--- config.mk ---
export PLATFORM = sky130hd
export DESIGN_NAME = branch_predictor_flat
export DESIGN_NICKNAME = d
export VERILOG_FILES = /design/src/rtl/branch_predictor_if.sv /design/src/rtl/branch_predictor.sv /design/src/flat_wrapper.sv
export SDC_FILE = /design/constraint.sdc
export NUM_CORES = 2
export LEC_CHECK = 0
export BUFFER_PORTS_ARGS = -buffer_cell sky130_fd_sc_hd__buf_4
export CORE_MARGIN = 2
export CORE_UTILIZATION = 55
export CTS_CLUSTER_SIZE = 28
export DETAILED_ROUTE_END_ITERATION = 7
export PLACE_DENSITY = 0.72
export SLEW_MARGIN = 20
export SYNTH_ARGS = -nofsm -noshare
export SYNTH_HDL_FRONTEND = slang
export SYNTH_SLANG_ARGS = --single-unit
--- constraint.sdc ---
create_clock -name clk -period 13.21 [get_ports clk]
set_input_delay 2.642 -clock clk [delete_from_list [all_inputs] [get_ports clk]]
set_output_delay 2.642 -clock clk [all_outputs]
set_load 0.01 [all_outputs]
--- src/rtl/branch_predictor_if.sv ---
// Fetch/decode bus of the branch predictor: fetch lookup, decode-stage training and statistics.
interface branch_predictor_if #(
   parameter int DATA_WIDTH = 32,
   parameter int CNT_WIDTH  = 16
);
   logic [DATA_WIDTH-1:0] pc_f;
   logic                  hit_f;
   logic                  pred_taken_f;
   logic [DATA_WIDTH-1:0] next_pc_f;
   logic                  upd_en;
   logic [DATA_WIDTH-1:0] upd_pc;
   logic                  upd_taken;
   logic [DATA_WIDTH-1:0] upd_target;
   logic                  upd_pred_taken;
   logic [DATA_WIDTH-1:0] upd_pred_target;
   logic                  flush_all;
   logic                  mispredict;
   logic [CNT_WIDTH-1:0]  branch_cnt;
   logic [CNT_WIDTH-1:0]  mispredict_cnt;

   modport master (
      output pc_f, upd_en, upd_pc, upd_taken, upd_target, upd_pred_taken, upd_pred_target, flush_all,
      input  hit_f, pred_taken_f, next_pc_f, mispredict, branch_cnt, mispredict_cnt
   );

   modport slave (
      input  pc_f, upd_en, upd_pc, upd_taken, upd_target, upd_pred_taken, upd_pred_target, flush_all,
      output hit_f, pred_taken_f, next_pc_f, mispredict, branch_cnt, mispredict_cnt
   );
endinterface

--- src/rtl/branch_predictor.sv ---
// Direct-mapped BTB with 2-bit saturating counters: combinational fetch lookup,
// decode-stage training, and saturating branch/mispredict statistics.
module branch_predictor #(
   parameter int DATA_WIDTH   = 32,
   parameter int ENTRIES      = 16,
   parameter int PREDICT_MODE = 1,
   parameter int CNT_WIDTH    = 16
) (
   input logic               clk,
   input logic               rst,
   branch_predictor_if.slave bus
);
   localparam int IDX   = $clog2(ENTRIES);
   localparam int TAG_W = DATA_WIDTH - IDX - 2;
   localparam int TGT_W = DATA_WIDTH - 2;

   function automatic logic [1:0] ctrInc(input logic [1:0] c);
      return (c == 2'b11) ? 2'b11 : c + 2'b01;
   endfunction

   function automatic logic [1:0] ctrDec(input logic [1:0] c);
      return (c == 2'b00) ? 2'b00 : c - 2'b01;
   endfunction

   function automatic logic [CNT_WIDTH-1:0] cntSat(input logic [CNT_WIDTH-1:0] c, input logic inc);
      return (inc && (c != {CNT_WIDTH{1'b1}})) ? c + CNT_WIDTH'(1) : c;
   endfunction

   logic                  entryValid_r  [ENTRIES];
   logic [TAG_W-1:0]      entryTag_r    [ENTRIES];
   logic [TGT_W-1:0]      entryTarget_r [ENTRIES];
   logic [1:0]            entryCtr_r    [ENTRIES];
   logic [CNT_WIDTH-1:0]  branchCnt_r;
   logic [CNT_WIDTH-1:0]  mispredictCnt_r;

   logic [IDX-1:0]        lookupIdx_s;
   logic [TAG_W-1:0]      lookupTag_s;
   logic                  lookupHit_s;
   logic                  predTaken_s;
   logic [DATA_WIDTH-1:0] nextPc_s;
   logic [IDX-1:0]        updIdx_s;
   logic [TAG_W-1:0]      updTag_s;
   logic                  updHit_s;
   logic                  mispredict_s;
   logic                  unusedBits_s;

   assign lookupIdx_s  = bus.pc_f[IDX+1:2];
   assign lookupTag_s  = bus.pc_f[DATA_WIDTH-1:IDX+2];
   assign updIdx_s     = bus.upd_pc[IDX+1:2];
   assign updTag_s     = bus.upd_pc[DATA_WIDTH-1:IDX+2];
   // Word alignment bits never take part in indexing or tagging.
   assign unusedBits_s = ^{bus.pc_f[1:0], bus.upd_pc[1:0]};

   // Fetch-side lookup: hit, direction and next fetch PC from the pre-update table.
   always_comb begin
      lookupHit_s = 1'b0;
      predTaken_s = 1'b0;
      nextPc_s    = bus.pc_f + DATA_WIDTH'(4);
      if (PREDICT_MODE == 1) begin
         lookupHit_s = entryValid_r[lookupIdx_s] && (entryTag_r[lookupIdx_s] == lookupTag_s);
      end else begin
         lookupHit_s = 1'b0;
      end
      predTaken_s = lookupHit_s && entryCtr_r[lookupIdx_s][1];
      if (predTaken_s) begin
         nextPc_s = {entryTarget_r[lookupIdx_s], 2'b00};
      end else begin
         nextPc_s = bus.pc_f + DATA_WIDTH'(4);
      end
   end

   // Decode-side resolution: entry match and misprediction detection.
   always_comb begin
      updHit_s     = entryValid_r[updIdx_s] && (entryTag_r[updIdx_s] == updTag_s);
      mispredict_s = 1'b0;
      if (bus.upd_en) begin
         mispredict_s = (bus.upd_taken != bus.upd_pred_taken) ||
                        (bus.upd_taken && (bus.upd_pred_target != bus.upd_target));
      end else begin
         mispredict_s = 1'b0;
      end
   end

   // BTB training; a flush in the same cycle suppresses allocation and training.
   always_ff @(posedge clk or negedge rst) begin
      if (!rst) begin
         for (int i = 0; i < ENTRIES; i++) begin
            entryValid_r[i]  <= 1'b0;
            entryTag_r[i]    <= {TAG_W{1'b0}};
            entryTarget_r[i] <= {TGT_W{1'b0}};
            entryCtr_r[i]    <= 2'b01;
         end
      end else if (bus.flush_all) begin
         for (int i = 0; i < ENTRIES; i++) begin
            entryValid_r[i] <= 1'b0;
         end
      end else if (bus.upd_en && (PREDICT_MODE == 1)) begin
         if (updHit_s) begin
            if (bus.upd_taken) begin
               entryCtr_r[updIdx_s]    <= ctrInc(entryCtr_r[updIdx_s]);
               entryTarget_r[updIdx_s] <= bus.upd_target[DATA_WIDTH-1:2];
            end else begin
               entryCtr_r[updIdx_s]    <= ctrDec(entryCtr_r[updIdx_s]);
            end
         end else if (bus.upd_taken) begin
            entryValid_r[updIdx_s]  <= 1'b1;
            entryTag_r[updIdx_s]    <= updTag_s;
            entryTarget_r[updIdx_s] <= bus.upd_target[DATA_WIDTH-1:2];
            entryCtr_r[updIdx_s]    <= 2'b10;
         end
      end
   end

   // Statistics count regardless of flush or prediction mode, saturating at all-ones.
   always_ff @(posedge clk or negedge rst) begin
      if (!rst) begin
         branchCnt_r     <= {CNT_WIDTH{1'b0}};
         mispredictCnt_r <= {CNT_WIDTH{1'b0}};
      end else begin
         branchCnt_r     <= cntSat(branchCnt_r, bus.upd_en);
         mispredictCnt_r <= cntSat(mispredictCnt_r, mispredict_s);
      end
   end

   assign bus.hit_f          = lookupHit_s;
   assign bus.pred_taken_f   = predTaken_s;
   assign bus.next_pc_f      = nextPc_s;
   assign bus.mispredict     = mispredict_s;
   assign bus.branch_cnt     = branchCnt_r;
   assign bus.mispredict_cnt = mispredictCnt_r;
endmodule

--- src/flat_wrapper.sv ---
// flat-port wrapper written by rule: the top's interface ports become plain ports
module branch_predictor_flat 
#(
   parameter int DATA_WIDTH   = 32,
   parameter int ENTRIES      = 16,
   parameter int PREDICT_MODE = 1,
   parameter int CNT_WIDTH    = 16
)
  (clk, rst, bus_pc_f, bus_upd_en, bus_upd_pc, bus_upd_taken, bus_upd_target, bus_upd_pred_taken, bus_upd_pred_target, bus_flush_all, bus_hit_f, bus_pred_taken_f, bus_next_pc_f, bus_mispredict, bus_branch_cnt, bus_mispredict_cnt);
  branch_predictor_if #(.DATA_WIDTH(DATA_WIDTH), .CNT_WIDTH(CNT_WIDTH)) bus_i ();
  input logic clk;
  input logic rst;
  input wire logic [$bits(bus_i.pc_f)-1:0] bus_pc_f;
  input wire logic [$bits(bus_i.upd_en)-1:0] bus_upd_en;
  input wire logic [$bits(bus_i.upd_pc)-1:0] bus_upd_pc;
  input wire logic [$bits(bus_i.upd_taken)-1:0] bus_upd_taken;
  input wire logic [$bits(bus_i.upd_target)-1:0] bus_upd_target;
  input wire logic [$bits(bus_i.upd_pred_taken)-1:0] bus_upd_pred_taken;
  input wire logic [$bits(bus_i.upd_pred_target)-1:0] bus_upd_pred_target;
  input wire logic [$bits(bus_i.flush_all)-1:0] bus_flush_all;
  output wire logic [$bits(bus_i.hit_f)-1:0] bus_hit_f;
  output wire logic [$bits(bus_i.pred_taken_f)-1:0] bus_pred_taken_f;
  output wire logic [$bits(bus_i.next_pc_f)-1:0] bus_next_pc_f;
  output wire logic [$bits(bus_i.mispredict)-1:0] bus_mispredict;
  output wire logic [$bits(bus_i.branch_cnt)-1:0] bus_branch_cnt;
  output wire logic [$bits(bus_i.mispredict_cnt)-1:0] bus_mispredict_cnt;
  assign bus_i.pc_f = bus_pc_f;
  assign bus_i.upd_en = bus_upd_en;
  assign bus_i.upd_pc = bus_upd_pc;
  assign bus_i.upd_taken = bus_upd_taken;
  assign bus_i.upd_target = bus_upd_target;
  assign bus_i.upd_pred_taken = bus_upd_pred_taken;
  assign bus_i.upd_pred_target = bus_upd_pred_target;
  assign bus_i.flush_all = bus_flush_all;
  assign bus_hit_f = bus_i.hit_f;
  assign bus_pred_taken_f = bus_i.pred_taken_f;
  assign bus_next_pc_f = bus_i.next_pc_f;
  assign bus_mispredict = bus_i.mispredict;
  assign bus_branch_cnt = bus_i.branch_cnt;
  assign bus_mispredict_cnt = bus_i.mispredict_cnt;
  branch_predictor #(.DATA_WIDTH(DATA_WIDTH), .ENTRIES(ENTRIES), .PREDICT_MODE(PREDICT_MODE), .CNT_WIDTH(CNT_WIDTH)) u_core (.clk(clk), .rst(rst), .bus(bus_i));
endmodule
==> tab_implementation.tex <==
\begin{tabular}{lr}
\hline
Metric & Value \\
\hline
\multicolumn{2}{l}{\textbf{Synth}} \\
Distinct cells, synth & 74 \\
Post-Syn Instances & 4,443 \\
Net Count, Synth & between 4,000 and 5,000 \\
Share of the synthesized area in the top cell type & a little under half \\
Synth Register Bits & 976 \\
Post-synthesis async set-or-reset flop share & between 90\% and 100\% \\
Most frequent cell after synthesis & nand2\_1 \\
Largest area contributor in the synthesized netlist & dfrtp\_1 \\
Cell area after technology mapping & approximately 52,000 um\^{}2 \\
Ranking of synthesized cells by area & dfrtp\_1 47\%, mux4\_2 14\%, nand2\_1 10\%, mux2\_2 6.7\%, mux2\_4 5.5\% \\
Yosys Warn Count & 0 \\
Count of flip-flops with a built-in enable after synthesis & 0 \\
Most instantiated flip-flop cell in the synthesis netlist & dfrtp\_1 \\
Seq/Total Area, Yosys & around 47\% \\
Leading cell types by count after synthesis & 1,442 x nand2\_1, 960 x dfrtp\_1, 325 x mux4\_2 \\
Synthesized area divided by synthesized cell count & $\sim$12 um\^{}2 \\
\multicolumn{2}{l}{\textbf{Clock network}} \\
Number of clock sinks & 976 \\
Post-CTS clock slew at the launch and capture registers of the worst setup and hold paths & 0.06 ns \\
Buffer levels on the longest clock path & 3 \\
Cts hold-fix bufs & 0 \\
H-tree depth & 3 \\
Number of gates given a new drive strength after cts & 0 \\
Count of buffers added by post-CTS timing repair for setup & 0 \\
Clock root buffer master & clkbuf\_16 \\
TritonCTS Buffers & 104 \\
Clock tree from TritonCTS & built \\
Latest clock arrival within the worst-skew pair & roughly 0.7 ns \\
\multicolumn{2}{l}{\textbf{Route}} \\
Antenna violation net count after detailed routing & 0 \\
Detailed-route wire length per cell & 28.82 um \\
Avg Vias per Cell & 6.427 \\
Residual DRC & 0 \\
Via count of the routed design & 37,110 \\
Total iterations of the first detailed-routing run & 6 \\
Initial drt markers & 4,646 \\
Total wire length & 166,400 um \\
\multicolumn{2}{l}{\textbf{Final layout}} \\
Area taken by flip-flops and latches & roughly 24,000 um\^{}2 \\
Multi-input gate area & $\sim$25,000 um\^{}2 \\
Number of filler instances in the final layout & 7,211 \\
Fraction of final layout cells with drive strength greater than 1 & between 20 and 30\% \\
Non-filler cells in the finished layout & 5,773 \\
Post-synthesis to final-layout area growth & 10.66\% \\
Net total in the final layout & roughly 4,600 \\
\multicolumn{2}{l}{\textbf{STA}} \\
Setup TNS & 0 ns \\
Post-route fraction of the period consumed by the critical path & 75.93\% \\
Worst slew margin relative to its limit & roughly 18\% \\
Setup Viol. Count Final & 0 \\
RSZ-0062 raised after global routing & false \\
Pin slew with the least headroom to its limit & 1.222 ns \\
Maximum clock skew at final layout & 0.03812 ns \\
Maximum clock frequency & 99.70 MHz \\
Post-layout minimum cycle time & approximately 10 ns \\
Slew Viols, Final & 0 \\
Final hold violations & 0 \\
\multicolumn{2}{l}{\textbf{Floorplan}} \\
Core Footprint & a little over 90,000 um\^{}2 \\
Die outline height & 310.2 um \\
Initial cell density of the core & 55.35\% \\
Total I/O pin count & 201 \\
Die outline area & 96,250 um\^{}2 \\
Number of core rows & between 100 and 150 \\
Width of the die & 310.2 um \\
\multicolumn{2}{l}{\textbf{Global routing}} \\
Layer with the highest usage after global routing & met2 \\
Overall overflow remaining after global route & 0 \\
Met1 demand-to-capacity share in global routing & 46.93\% \\
Pin count of the biggest net entering global routing & 172 \\
Number of global-route vias before repair & roughly 37,000 \\
Antenna violations before repair & 10 \\
Met2 track demand over resource & about half \\
GRT met3 Usage & between 10 and 15\% \\
Global-route wire length before repair & 245,900 um \\
Overall track demand over capacity in global routing & between 30\% and 40\% \\
\multicolumn{2}{l}{\textbf{Critical path}} \\
CP peak stage delay & 0.98 ns \\
Slowest library cell on the worst path & and4\_2 \\
Critical path class & primary input to output pin \\
Critical path startpoint category & primary input \\
Cell seen most often among critical-path stages & buf\_4 \\
Number of cell instances on the worst register-to-register path & 11 \\
Setup crit end kind & output pin \\
Maximum fanout count along the critical path & 65 \\
Data arrival, critical path & approximately 7.4 ns \\
Worst path required time & 10.57 ns \\
Critical Path, Cell by Cell & clkbuf\_8 -> buf\_4 -> mux2\_2 -> o211ai\_1 -> o31ai\_1 -> a2111oi\_0 -> nand4\_1 -> nor4\_1 -> and4\_2 -> mux2\_1 -> buf\_4 \\
\multicolumn{2}{l}{\textbf{Placed design}} \\
RD Place Congestion & 0.9359 \\
Port-buffer cells & 198 \\
Instance count after placement with tap cells included & 5,578 \\
DP HPWL & 97,900 um \\
\multicolumn{2}{l}{\textbf{Power}} \\
Power per Cell Area & 140.4 nW/um\^{}2 \\
Leakage Power & 27.13 nW \\
Largest voltage drop on the vdd net & 113.2 uV \\
\multicolumn{2}{l}{\textbf{Job}} \\
\# Max-Cap Violations & 0 \\
\multicolumn{2}{l}{\textbf{Outcome}} \\
Result of the run & finished clean \\
\multicolumn{2}{l}{\textbf{Worst hold path}} \\
Worst min-delay path category & flop to flop \\
Cell depth of the worst hold path & 2 \\
\hline
\end{tabular}
[cells in the final DEF, fill, tap and decap left out, drive strengths merged, types with 7 or more instances in the layout]
master / instances
a2111oi: 7
a21o: 17
a21oi: 11
a221oi: 17
a22oi: 15
a31oi: 11
and2: 10
and3: 11
buf: 261
bufinv: 7
clkbuf: 160
clkinv: 18
dfrtp: 960
dfstp: 16
diode: 8
inv: 22
mux2: 517
mux2i: 126
mux4: 325
nand2: 1442
nand2b: 13
nand3: 42
nand4: 20
nor2: 86
nor2b: 20
nor3: 24
nor4: 14
o21ai: 48
o221ai: 7
o22a: 16
o22ai: 16
xnor2: 90
xor2: 90
[final timing paths]
path	from	to	slack, ns
setup / recovery	bus_pc_f[4]	bus_next_pc_f[5]	3.18
hold / removal	u_core.entryTarget_r[276]	u_core.entryTarget_r[276]	0.47
setup reg to reg	u_core.entryTag_r[330]	u_core.entryTag_r[328]	8.74
hold reg to reg	u_core.entryTarget_r[276]	u_core.entryTarget_r[276]	0.47
max in group asynchronous	rst	u_core.entryTarget_r[455]	8.69
min in group asynchronous	rst	u_core.entryTag_r[201]	2.05
[registers in the layout, summed over array words and instances, names as in the netlist]
| register | flops |
|---|---|
| u_core.bus.branch_cnt | 16 |
| u_core.bus.mispredict_cnt | 16 |
| u_core.entryCtr_r | 32 |
| u_core.entryTag_r | 416 |
| u_core.entryTarget_r | 480 |
| u_core.entryValid_r | 16 |
[through the flow]
| stage | power [mW] | worst slack, ns | cell area (um^2) | hold WS (ns) | utilization [%] |
|---|---|---|---|---|---|
| final | 8.016 | 3.180 | 57080 | 0.4696 | 61.25 |
| after global routing | 8.291 | 3.028 | 57070 | 0.4850 | 61.24 |
| after detailed placement | 5.058 | 3.282 | 53600 | 0.4566 | 57.52 |
| after global placement | 5.005 | 3.252 | 53570 | 0.4521 | 57.49 |
| after CTS | 8.008 | 3.279 | 57020 | 0.4709 | 61.19 |
| after floorplan | 4.569 | 4.803 | 51580 | 0.4409 | - |
[logic make-up after synthesis]
group                    synth area share (%)
adder cells (fa/ha/maj)               0.09218
AO/OA/AOI/OAI                           2.918
flip-flops                              47.39
AND/OR/NAND/NOR                         13.55
XOR/XNOR                                3.056
multiplexers                            29.30
buffers and inverters                   3.694
[layout make-up]
cell class                      count  share of cell area, %
Multi-Input combinational cell   3064                  44.57
Sequential cell                   976                  42.82
Clock buffer                      159                  5.329
Timing Repair Buffer              262                  3.680
Tap cell                         1254                  2.749
Clock inverter                     27                 0.6598
Inverter                           23                 0.1534
Antenna cell                        8                0.03507
[layer usage]
metal | vias to the layer above | share of wire (%)
met1 | 19080 | 38
met2 | 2207 | 45
met5 | - | 0.035
met4 | 8 | 5.8
met3 | 500 | 11
li1 | 15310 | -
[report_power, final]
| part | total [mW] | switching, mW | internal [mW] |
|---|---|---|---|
| combinational | 1.38 | 0.680 | 0.704 |
| clock | 2.97 | 1.25 | 1.72 |
| sequential | 3.66 | 0.278 | 3.38 |
[critical path: cells and delay by family]
family                 cells  cell delay [ns]
AOI/OAI and AO/OA          3             0.86
muxes                      2             0.89
and+or+nand+nor            3             1.32
buffers and inverters      3             1.50
Note: power is estimated with default switching activity, not from simulation.
